[src/rtl/vai_pkg.sv]
// Shared types and constants for the VAI transmit auditor: CCI-P c0/c1 request
// structs, the auditor state enum, the 42-bit cache-line address width, the
// bounds window (VAI_WINDOW_BITS), and the address rebase helper.
package vai_pkg;

  localparam int VAI_ADDR_WIDTH  = 42;
  localparam int VAI_WINDOW_BITS = 30;

  typedef logic [VAI_ADDR_WIDTH-1:0] t_ccip_clAddr;

  typedef enum logic [1:0] {
    ST_RUN   = 2'd0,
    ST_FENCE = 2'd1,
    ST_HELD  = 2'd2
  } vai_state_e;

  // c0 (read) request header
  typedef struct packed {
    logic [1:0]   vc_sel;
    logic [1:0]   rsvd1;
    logic [1:0]   cl_len;
    logic [3:0]   req_type;
    logic [1:0]   rsvd0;
    t_ccip_clAddr address;
    logic [15:0]  mdata;
  } t_ccip_c0_ReqMemHdr;

  // c1 (write) request header
  typedef struct packed {
    logic [5:0]   rsvd2;
    logic [1:0]   vc_sel;
    logic         sop;
    logic         rsvd1;
    logic [1:0]   cl_len;
    logic [3:0]   req_type;
    logic [1:0]   rsvd0;
    t_ccip_clAddr address;
    logic [15:0]  mdata;
  } t_ccip_c1_ReqMemHdr;

  typedef struct packed {
    t_ccip_c0_ReqMemHdr hdr;
    logic               valid;
  } t_if_ccip_c0_Tx;

  typedef struct packed {
    t_ccip_c1_ReqMemHdr hdr;
    logic [511:0]       data;
    logic               valid;
  } t_if_ccip_c1_Tx;

  // Sub-AFU addresses are relative to its window; the mux sees absolute
  // addresses. The sum wraps modulo 2^42 by construction.
  function automatic t_ccip_clAddr vai_rebase(input t_ccip_clAddr addr,
                                              input t_ccip_clAddr off);
    return addr + off;
  endfunction

endpackage

[src/rtl/vai_tx_auditor_if.sv]
// Bundle of the auditor's request/response paths between a sub-AFU and the mux.
// Ports: afu_c0Tx/afu_c1Tx requests in, rx_c0_rsp/rx_c1_rsp response strobes in,
//        mux_c0Tx/mux_c1Tx audited requests out (slave = auditor side).
interface vai_tx_auditor_if;
  import vai_pkg::*;

  t_if_ccip_c0_Tx afu_c0Tx;
  t_if_ccip_c1_Tx afu_c1Tx;
  t_if_ccip_c0_Tx mux_c0Tx;
  t_if_ccip_c1_Tx mux_c1Tx;
  logic           rx_c0_rsp;
  logic           rx_c1_rsp;

  modport master (
    output afu_c0Tx, afu_c1Tx, rx_c0_rsp, rx_c1_rsp,
    input  mux_c0Tx, mux_c1Tx
  );

  modport slave (
    input  afu_c0Tx, afu_c1Tx, rx_c0_rsp, rx_c1_rsp,
    output mux_c0Tx, mux_c1Tx
  );

endinterface

[src/rtl/vai_outstanding_cnt.sv]
// Outstanding-request counter for one CCI-P channel; count updates one cycle after inc/dec.
// No backpressure: saturates at all-ones and holds at zero, flagging err combinationally.
// Ports: clk, reset, inc (request emitted), dec (response seen), count, err.
module vai_outstanding_cnt #(
  parameter int CNT_WIDTH = 10
) (
  input  logic                 clk,
  input  logic                 reset,
  input  logic                 inc,
  input  logic                 dec,
  output logic [CNT_WIDTH-1:0] count,
  output logic                 err
);

  localparam logic [CNT_WIDTH-1:0] CNT_MAX = {CNT_WIDTH{1'b1}};

  // A simultaneous inc and dec cancel, so only the lone cases can misbehave.
  always_comb begin
    err = 1'b0;
    if (inc && !dec && (count == CNT_MAX)) err = 1'b1;
    if (dec && !inc && (count == '0))      err = 1'b1;
  end

  always_ff @(posedge clk) begin
    if (reset) begin
      count <= '0;
    end else if (inc && !dec && (count != CNT_MAX)) begin
      count <= count + 1'b1;
    end else if (dec && !inc && (count != '0)) begin
      count <= count - 1'b1;
    end
  end

endmodule

[src/rtl/vai_tx_auditor.sv]
// Audits and rebases one sub-AFU's CCI-P requests; accepted requests appear on mux_* one cycle later.
// No backpressure: while fenced/held (or out of window) requests are dropped, never stalled.
// Ports: clk, reset, sub_afu_reset, offset, tx (slave modport), quiesced, audit_err, drop_cnt.
// Optional: define VAI_AUDIT_BOUNDS_EN to drop requests outside the 2^VAI_WINDOW_BITS window.
module vai_tx_auditor
  import vai_pkg::*;
#(
  parameter int CNT_WIDTH = 10
) (
  input  logic                   clk,
  input  logic                   reset,
  input  logic                   sub_afu_reset,
  input  logic [63:0]            offset,
  vai_tx_auditor_if.slave        tx,
  output logic                   quiesced,
  output logic                   audit_err,
  output logic [31:0]            drop_cnt
);

  vai_state_e         state;
  logic               state_run;
  logic               c0_oob, c1_oob;
  logic               c0_acc, c1_acc;
  logic               c0_drop, c1_drop;
  logic               c0_err, c1_err;
  logic [CNT_WIDTH-1:0] c0_count, c1_count;
  t_ccip_c0_ReqMemHdr c0_hdr;
  t_ccip_c1_ReqMemHdr c1_hdr;
  t_if_ccip_c0_Tx     c0_q;
  t_if_ccip_c1_Tx     c1_q;

  // Only the low 42 offset bits form a cache-line address.
  logic unused_offset_hi;
  assign unused_offset_hi = ^offset[63:VAI_ADDR_WIDTH];

`ifdef VAI_AUDIT_BOUNDS_EN
  assign c0_oob = tx.afu_c0Tx.valid &&
                  (tx.afu_c0Tx.hdr.address[VAI_ADDR_WIDTH-1:VAI_WINDOW_BITS] != '0);
  assign c1_oob = tx.afu_c1Tx.valid &&
                  (tx.afu_c1Tx.hdr.address[VAI_ADDR_WIDTH-1:VAI_WINDOW_BITS] != '0);
`else
  assign c0_oob = 1'b0;
  assign c1_oob = 1'b0;
`endif

  // The cycle sub_afu_reset is first seen we are still in RUN, so a request
  // in that cycle passes; the fence applies from the next cycle on.
  assign state_run = (state == ST_RUN);
  assign c0_acc    = tx.afu_c0Tx.valid && state_run && !c0_oob;
  assign c1_acc    = tx.afu_c1Tx.valid && state_run && !c1_oob;
  // Only fence drops are counted; bounds drops are reported via audit_err.
  assign c0_drop   = tx.afu_c0Tx.valid && !state_run;
  assign c1_drop   = tx.afu_c1Tx.valid && !state_run;

  // Rebase uses the offset sampled alongside the request, so an offset
  // update applies to the very next request without stalling.
  always_comb begin
    c0_hdr         = tx.afu_c0Tx.hdr;
    c0_hdr.address = vai_rebase(tx.afu_c0Tx.hdr.address, offset[VAI_ADDR_WIDTH-1:0]);
    c1_hdr         = tx.afu_c1Tx.hdr;
    c1_hdr.address = vai_rebase(tx.afu_c1Tx.hdr.address, offset[VAI_ADDR_WIDTH-1:0]);
  end

  // Header/data need no reset: they are ignored unless valid is set.
  always_ff @(posedge clk) begin
    if (reset) begin
      c0_q.valid <= 1'b0;
      c1_q.valid <= 1'b0;
    end else begin
      c0_q.valid <= c0_acc;
      c1_q.valid <= c1_acc;
    end
    c0_q.hdr  <= c0_hdr;
    c1_q.hdr  <= c1_hdr;
    c1_q.data <= tx.afu_c1Tx.data;
  end

  assign tx.mux_c0Tx = c0_q;
  assign tx.mux_c1Tx = c1_q;

  vai_outstanding_cnt #(.CNT_WIDTH(CNT_WIDTH)) u_cnt_c0 (
    .clk   (clk),
    .reset (reset),
    .inc   (c0_acc),
    .dec   (tx.rx_c0_rsp),
    .count (c0_count),
    .err   (c0_err)
  );

  vai_outstanding_cnt #(.CNT_WIDTH(CNT_WIDTH)) u_cnt_c1 (
    .clk   (clk),
    .reset (reset),
    .inc   (c1_acc),
    .dec   (tx.rx_c1_rsp),
    .count (c1_count),
    .err   (c1_err)
  );

  // Quiesce FSM; quiesced is registered alongside the state it reflects.
  always_ff @(posedge clk) begin
    if (reset) begin
      state    <= ST_RUN;
      quiesced <= 1'b0;
    end else begin
      case (state)
        ST_RUN: begin
          quiesced <= 1'b0;
          if (sub_afu_reset) state <= ST_FENCE;
        end
        ST_FENCE: begin
          // Wait for every emitted request to be answered before HELD,
          // regardless of whether sub_afu_reset is still asserted.
          if ((c0_count == '0) && (c1_count == '0)) begin
            state    <= ST_HELD;
            quiesced <= 1'b1;
          end
        end
        ST_HELD: begin
          if (!sub_afu_reset) begin
            state    <= ST_RUN;
            quiesced <= 1'b0;
          end
        end
        default: begin
          state    <= ST_RUN;
          quiesced <= 1'b0;
        end
      endcase
    end
  end

  always_ff @(posedge clk) begin
    if (reset) begin
      audit_err <= 1'b0;
      drop_cnt  <= '0;
    end else begin
      audit_err <= audit_err | c0_err | c1_err | c0_oob | c1_oob;
      drop_cnt  <= drop_cnt + 32'(c0_drop) + 32'(c1_drop);
    end
  end

endmodule

[src/flat_wrapper.sv]
// flat-port wrapper written by rule: the top's interface ports become plain ports
module vai_tx_auditor_flat import vai_pkg::*;
#(
  parameter int CNT_WIDTH = 10
)
  (clk, reset, sub_afu_reset, offset, quiesced, audit_err, drop_cnt, tx_afu_c0Tx, tx_afu_c1Tx, tx_rx_c0_rsp, tx_rx_c1_rsp, tx_mux_c0Tx, tx_mux_c1Tx);
  vai_tx_auditor_if tx_i ();
  input  logic clk;
  input  logic reset;
  input  logic sub_afu_reset;
  input  logic [63:0] offset;
  output logic quiesced;
  output logic audit_err;
  output logic [31:0] drop_cnt;
  input wire logic [$bits(tx_i.afu_c0Tx)-1:0] tx_afu_c0Tx;
  input wire logic [$bits(tx_i.afu_c1Tx)-1:0] tx_afu_c1Tx;
  input wire logic [$bits(tx_i.rx_c0_rsp)-1:0] tx_rx_c0_rsp;
  input wire logic [$bits(tx_i.rx_c1_rsp)-1:0] tx_rx_c1_rsp;
  output wire logic [$bits(tx_i.mux_c0Tx)-1:0] tx_mux_c0Tx;
  output wire logic [$bits(tx_i.mux_c1Tx)-1:0] tx_mux_c1Tx;
  assign tx_i.afu_c0Tx = tx_afu_c0Tx;
  assign tx_i.afu_c1Tx = tx_afu_c1Tx;
  assign tx_i.rx_c0_rsp = tx_rx_c0_rsp;
  assign tx_i.rx_c1_rsp = tx_rx_c1_rsp;
  assign tx_mux_c0Tx = tx_i.mux_c0Tx;
  assign tx_mux_c1Tx = tx_i.mux_c1Tx;
  vai_tx_auditor #(.CNT_WIDTH(CNT_WIDTH)) u_core (.clk(clk), .reset(reset), .sub_afu_reset(sub_afu_reset), .offset(offset), .tx(tx_i), .quiesced(quiesced), .audit_err(audit_err), .drop_cnt(drop_cnt));
endmodule
[config.mk]
export PLATFORM = sky130hd
export DESIGN_NAME = vai_tx_auditor_flat
export DESIGN_NICKNAME = d
export VERILOG_FILES = /design/src/rtl/vai_pkg.sv /design/src/rtl/vai_tx_auditor_if.sv /design/src/rtl/vai_outstanding_cnt.sv /design/src/rtl/vai_tx_auditor.sv /design/src/flat_wrapper.sv
export SDC_FILE = /design/constraint.sdc
export NUM_CORES = 1
export LEC_CHECK = 0
export CORE_AREA = 5 5 559 561
export CTS_BUF_LIST = sky130_fd_sc_hd__clkbuf_8
export DETAILED_ROUTE_END_ITERATION = 10
export DIE_AREA = 0 0 564 566
export SYNTH_ARGS = -nofsm -noshare
export SYNTH_HDL_FRONTEND = slang
export SYNTH_SLANG_ARGS = --single-unit
[constraint.sdc]
create_clock -name clk -period 3.6 [get_ports clk]
set_input_delay 0.36 -clock clk [delete_from_list [all_inputs] [get_ports clk]]
set_output_delay 0.36 -clock clk [all_outputs]
set_load 0.02 [all_outputs]
## Word-level counts from Yosys, hierarchy flattened

Index checks and enable logic that the tools add are counted.

| storage, ports and cells | value |
|---|---|
| output and inout port bits | 694 |
| logic and storage cells | 90 |
| memories kept | 0 |
| input port bits | 729 |
| flip-flop bits (word level) | 716 |
| bits in latches | 0 |
| memory bits (writable) | 0 |
| bits in read-only memories | 0 |

| operators by class | value |
|---|---|
| bitwise operators | 2 |
| shifts and indexed selects | 0 |
| order comparisons | 0 |
| div/mod/pow operators | 0 |
| reductions and logical operators | 31 |
| $mul | 0 |
| mux-type cells | 15 |
| equal/unequal tests | 9 |
| $add $sub $neg | 8 |

Operators with widths:

| kind | count |
|---|---|
| $add 42x42->42 | 2 |
| $add 32x1->32 | 2 |
| $mux 10 | 4 |
| $add 10x1->10 const B | 2 |
| $eq 10x10->1 const B | 2 |
| $logic_not 10->1 | 2 |
| $ne 10x10->1 const B | 2 |
| $reduce_bool 10->1 | 2 |
| $sub 10x1->10 const B | 2 |
| $logic_and 1x1->1 | 17 |
| $mux 1 | 6 |
| $mux 2 | 3 |
| $pmux 2 s3 | 1 |
| $logic_not 1->1 | 5 |
| $ne 2x2->1 const B | 2 |
| $reduce_bool 2->1 | 2 |
| $reduce_and 3->1 | 1 |
| $eq 2x1->1 const B | 1 |
| $eq 2x2->1 const B | 1 |
| $logic_not 2->1 | 1 |
| $ne 2x1->1 const B | 1 |
| $or 1x1->1 | 2 |
| $pmux 1 s2 | 1 |
| $reduce_and 2->1 | 1 |

## Longest topological paths before layout

Gate-level depths: netlist of run 1.

| logic depth | value |
|---|---|
| word-level depth | 8 |
| gate-level depth with buffers | 14 |
| depth with buffers taken out | 13 |

## Cells and area by module

From an unflattened synthesis of run 1, not the netlist that was laid out.

| second synthesis, totals | value |
|---|---|
| cell total of the unflattened synthesis | 1,728 |
| area, all modules | 21,310.4 um^2 |

Modules (own cells, without submodules):

| module | sequential area each (um^2) | times used | cells an instance | area each (um^2) |
|---|---|---|---|---|
| vai_tx_auditor | 13,933.4 | 1 | 1,506 | 19,521.2 |
| vai_outstanding_cnt | 200.2 | 2 | 111 | 894.6 |

## Worst setup path before layout of run 1

No wires, ideal clock.

| timing | value |
|---|---|
| path kind | reg-to-reg |
| start point | register u_core.state[1] |
| end point | register u_core.u_cnt_c0.count[9] |
| slack | 600 ps |
| library setup time | 123 ps |
| period minus slack after synthesis | 3,000 ps |
| required time | 3,477 ps |
| arrival | 2,877 ps |
| buffers on the path | 1 |
| cell stages (with the launch flop) | 14 |
| cell sequence | dfxtp_1 > nor2_1 > nand2_1 > or3_1 > clkbuf_1 > ha_1 > a21o_1 > a21oi_1 > o21ai_0 > a21oi_1 > o21ai_1 > and4_1 > nor3_1 > mux2_1 |

| between the ends | value |
|---|---|
| word-level cells in the longest chain between the ends | 6 |
| elaborated cells between the ends (all ways) | 9 |
| those cells by class | mux (1); reduce/logical (8) |

RTL lines:

| what | line | text |
|---|---|---|
| start: declaration | vai_tx_auditor.sv:20 | `vai_state_e state;` |
| start signal: assignment | vai_tx_auditor.sv:102 | `state <= ST_RUN;` |
| start signal: assignment | vai_tx_auditor.sv:108 | `if (sub_afu_reset) state <= ST_FENCE;` |
| start signal: assignment | vai_tx_auditor.sv:114 | `state <= ST_HELD;` |
| $logic_not 2->1 * | vai_tx_auditor.sv:48 | `assign state_run = (state == ST_RUN);` |
| $logic_and 1x1->1 * | vai_tx_auditor.sv:49 | `assign c0_acc = tx.afu_c0Tx.valid && state_run && !c0_oob;` |
| $logic_not 1->1 | vai_outstanding_cnt.sv:29 | `end else if (dec && !inc && (count != '0)) begin` |
| $logic_and 1x1->1 (2 in series) | vai_outstanding_cnt.sv:29 |  |
| $reduce_bool 2->1 (no source line) | -- |  |
| end signal: assignment | vai_outstanding_cnt.sv:28 | `count <= count + 1'b1;` |
| end signal: assignment | vai_outstanding_cnt.sv:30 | `count <= count - 1'b1;` |
| end: declaration | vai_outstanding_cnt.sv:11 | `output logic [CNT_WIDTH-1:0] count,` |

Mark *: on every way between the ends. The rest lies on a longest branch, timed or not.
A chain may end at the register's enable or synchronous reset.

## Final worst setup path of run 1

| timing | value |
|---|---|
| start point | register u_core.state[1] |
| end point | register u_core.u_cnt_c1.count[9] |

| between the ends | value |
|---|---|
| word-level cells in the longest chain between the ends | 6 |
| elaborated cells between the ends (all ways) | 9 |
| those cells by class | mux (1); reduce/logical (8) |

RTL lines:

| what | line | text |
|---|---|---|
| $logic_not 2->1 * | vai_tx_auditor.sv:48 |  |
| $logic_and 1x1->1 * | vai_tx_auditor.sv:50 | `assign c1_acc = tx.afu_c1Tx.valid && state_run && !c1_oob;` |
| $logic_not 1->1 | vai_outstanding_cnt.sv:29 |  |
| $logic_and 1x1->1 (2 in series) | vai_outstanding_cnt.sv:29 |  |
| $reduce_bool 2->1 (no source line) | -- |  |
| end signal: assignment | vai_outstanding_cnt.sv:28 |  |
| end signal: assignment | vai_outstanding_cnt.sv:30 |  |
| end: declaration | vai_outstanding_cnt.sv:11 |  |

Marks and branches as above.

==> impl_metrics.tcl, run 1 <==
set metrics [dict create \
    setup_viol 0 \
    overflow 0 \
    place_area_mm2 0.0402 \
    holdPathStages 1 \
    seqPwrFrac_pct 35.5 \
    worstMarginPinSlew_ns 0.863 \
    fin_worst_skew_ns 0.0593 \
    drc 0 \
    dr.pass1.iters 5 \
    vias_per_cell 2.81 \
    place_congestion 0.939 \
    cts_setup_buffers 0 \
    ys_seq_area_share_pct 68.3 \
    timing_hold_violations_final 0 \
    fmax_mhz 308 \
    whs_ns 0.128 \
    core.rowCount 204 \
    htreeDepth 4 \
    p_comb_share_pct 23.9 \
    r2r-end "u_core.u_cnt_c1.count[9]" \
    post-route-min-period_ns 3.25 \
    ant_nets 0 \
    switching_share_pct 31.6 \
    postSynthAreaPerCell_um2 12.3 \
    hp-start "tx_afu_c0Tx[12]" \
    ir_worst_vdd_uv 211 \
    clockPowerShare_pct 40.6 \
    power.leakage_nw 18.9 \
    crit_path_max_fanout 7 \
    async_reset_ff_share_pct 0 \
    io_pins 1423 \
    final-instance-count-excl-fill 8141 \
    clockBufferDepth 4 \
    cts-root-buf "clkbuf_8" \
    rr_startpoint "u_core.state[1]" \
    wl_mm 228 \
    netlist.area_leader.share_pct 68.3 \
    drt_iter0_drc 927 \
    drv_cap 0 \
    portBuffers 1400 \
    synth_edf_count 0 \
    clkSlewWorstSetupHoldPaths_ns 0.06 \
    grt_pass1_wl_mm 278 \
    holdPathEnd "u_core.tx.mux_c0Tx[12]" \
    most-common-layout-cells "clkdlybuf4s50_1, dfxtp_1, dlygate4sd3_1" \
    switchingPower_mw 7.95 \
    synth_area_mm2 0.0210 \
    rrSetupSlack_ns 0.35 \
    crit_path_end_kind "flip-flop" \
    start_util_pct 6.82 \
    final_core_util_pct 16.1 \
    synthesis.nets 2540 \
    grt_pass1_vias 24600 \
    cts_buffers 165 \
    power.internal_mw 17.2 \
    dp.cells 7227 \
    die_area_mm2 0.319 \
    synthDistinctLibCells 76 \
    rsz0062_at_grt "no" \
    fin_nets 4684 \
    synthFlopType "dfxtp_1" \
    status "finished, final reports clean" \
    netlist_instances 1707 \
    cts_sinks 716 \
    antenna_found_initial 223 \
    r2r_cells 12 \
    layout-drive-gt1-share_pct 7.77 \
    design_area_mm2 0.0496 \
    dp_hpwl_mm 198 \
    cts_tree "built" \
    final_common_cell "clkdlybuf4s50_1" \
    grt_max_degree 41 \
    slew_headroom_pct 42.3 \
    wl_per_cell_um 28.0 \
    ys_ff_latch 716 \
    critical_path_arrival_ns 4.00 \
    core_area_mm2 0.307 \
    min_path_type "input pin to flip-flop" \
    power_density_mw_per_mm2 508 \
    die_h_um 566 \
    worst_setup_path_start_kind "flip-flop" \
    finalCritPeriodShare_pct 90.2 \
    netlist_top_cells_area "dfxtp_1, ha_1, xnor2_1" \
    grt_usage_pct 13.6 \
    path_class "flip-flop to flip-flop" \
    insertion_delay_ns 0.91 \
    synth_area_leader_cell "dfxtp_1" \
    cp.required_ns 4.35 \
    maxSlewViolCount 0 \
    num_vias 22900 \
    area_growth_pct 136 \
    ys_warn_count 0 \
    die_x_um 564 \
]
[power by group through the flow]
| stage | combinational (mW) | sequential [mW] | clock [mW] |
|---|---|---|---|
| final | 6.00 | 8.94 | 10.2 |
| after global placement | 5.48 | 9.10 | 0 |
| after floorplan | 1.46 | 9.70 | 0 |
| after global routing | 6.45 | 9.01 | 11.1 |
| after CTS | 6.16 | 8.95 | 10.8 |
| after detailed placement | 5.43 | 9.09 | 0 |
[through the flow]
step / worst slack (ns) / TNS [ns] / total power, mW
floorplan: 0.600 / 0 / 11.2
global placement: -0.00896 / -0.00896 / 14.6
detailed placement: 0.0270 / 0 / 14.5
CTS: 0.259 / 0 / 26.0
global route: 0.0803 / 0 / 26.6
finish: 0.354 / 0 / 25.2
[cell usage after synthesis (10+ instances only)]
master,n
o21ai_1,11
nand2_1,107
inv_1,41
a211oi_1,10
xor2_1,47
a21oi_1,97
nor3_1,17
and3_1,20
or3_1,10
a21o_1,54
xnor2_1,65
nand4_1,24
dfxtp_1,716
nor2b_1,15
nand3_1,35
ha_1,99
clkbuf_1,21
o21ai_0,55
nor2_1,95
a31oi_1,14
[cells by family after synthesis]
logic type                 share of synthesized area (%)
and+or+nand+nor                                     8.92
xor gates and xnor gates                            4.68
DFF                                                 68.3
adders and majority gates                           6.38
muxes                                              0.251
buffers and inverters                               1.56
AOI/OAI and AO/OA                                   9.86
[state kept, by name, summed over array words and instances, names as in the netlist]
name,flops
u_core.audit_err,1
u_core.drop_cnt,32
u_core.quiesced,1
u_core.state,2
u_core.tx.mux_c0Tx,71
u_core.tx.mux_c1Tx,589
u_core.u_cnt_c0.count,10
u_core.u_cnt_c1.count,10
[cell type report]
| class | count | area (um2) |
|---|---|---|
| clock inverter | 81 | 692 |
| sequential | 716 | 14300 |
| inverter | 43 | 161 |
| clock buffer | 200 | 2750 |
| multi-input combinational | 913 | 6310 |
| timing repair buffer | 2012 | 20000 |
| antenna | 56 | 140 |
| tap | 4120 | 5150 |
| fill | 34300 | 258000 |
[timing repair]
item,CTS,global route
hold buffers,577,0
setup endpoints to repair,0,1
hold endpoints to repair,590,0
resized for setup,0,1
[worst max-delay path: stages, from the launching register on]
cell and delay, ns:
dfxtp_1 0.36, nor2_1 0.18, nand2_1 0.18, or3_1 0.43, ha_1 0.30, a21o_1 0.18
a21oi_1 0.19, o21ai_0 0.11, a21oi_1 0.22, o21ai_1 0.13, and4_1 0.22, nor3_1 0.25
mux2_1 0.34
[worst max path at each step]
stage	depth (start not counted)	from	slack, ns	to
final	12	u_core.state[1]	0.35	u_core.u_cnt_c1.count[9]
after global routing	15	u_core.u_cnt_c1.count[0]	0.08	u_core.u_cnt_c1.count[8]
after detailed placement	13	offset[0]	0.03	u_core.tx.mux_c1Tx[569]
after global placement	12	tx_afu_c1Tx[0]	-0.009	u_core.u_cnt_c1.count[9]
after floorplan	13	u_core.state[1]	0.60	u_core.u_cnt_c0.count[9]
after CTS	15	u_core.u_cnt_c1.count[0]	0.26	u_core.u_cnt_c1.count[8]
[metal layers]
metal / wire length, um / part of all wire (%) / GRT usage [%]
met4: 7630 / 3.3 / 3.43
met3: 29100 / 13 / 7.36
met1: 81700 / 36 / 14.1
met5: 133 / 0.058 / 0
met2: 109000 / 48 / 23.9
Power figures use the tool's default switching activity.
==> run 2: changes to the inputs <==
SKIP_LAST_GASP = 1   (was not set)
==> results of run 2 <==
No change in the layout: final DEF, timing and power equal those of run 1.
==> run 3: changes to the inputs <==
SKIP_LAST_GASP = not set   (was 1)
SLEW_MARGIN = 15   (was not set)
==> results of run 3 <==
No change in the layout: final DEF, timing and power equal those of run 1.
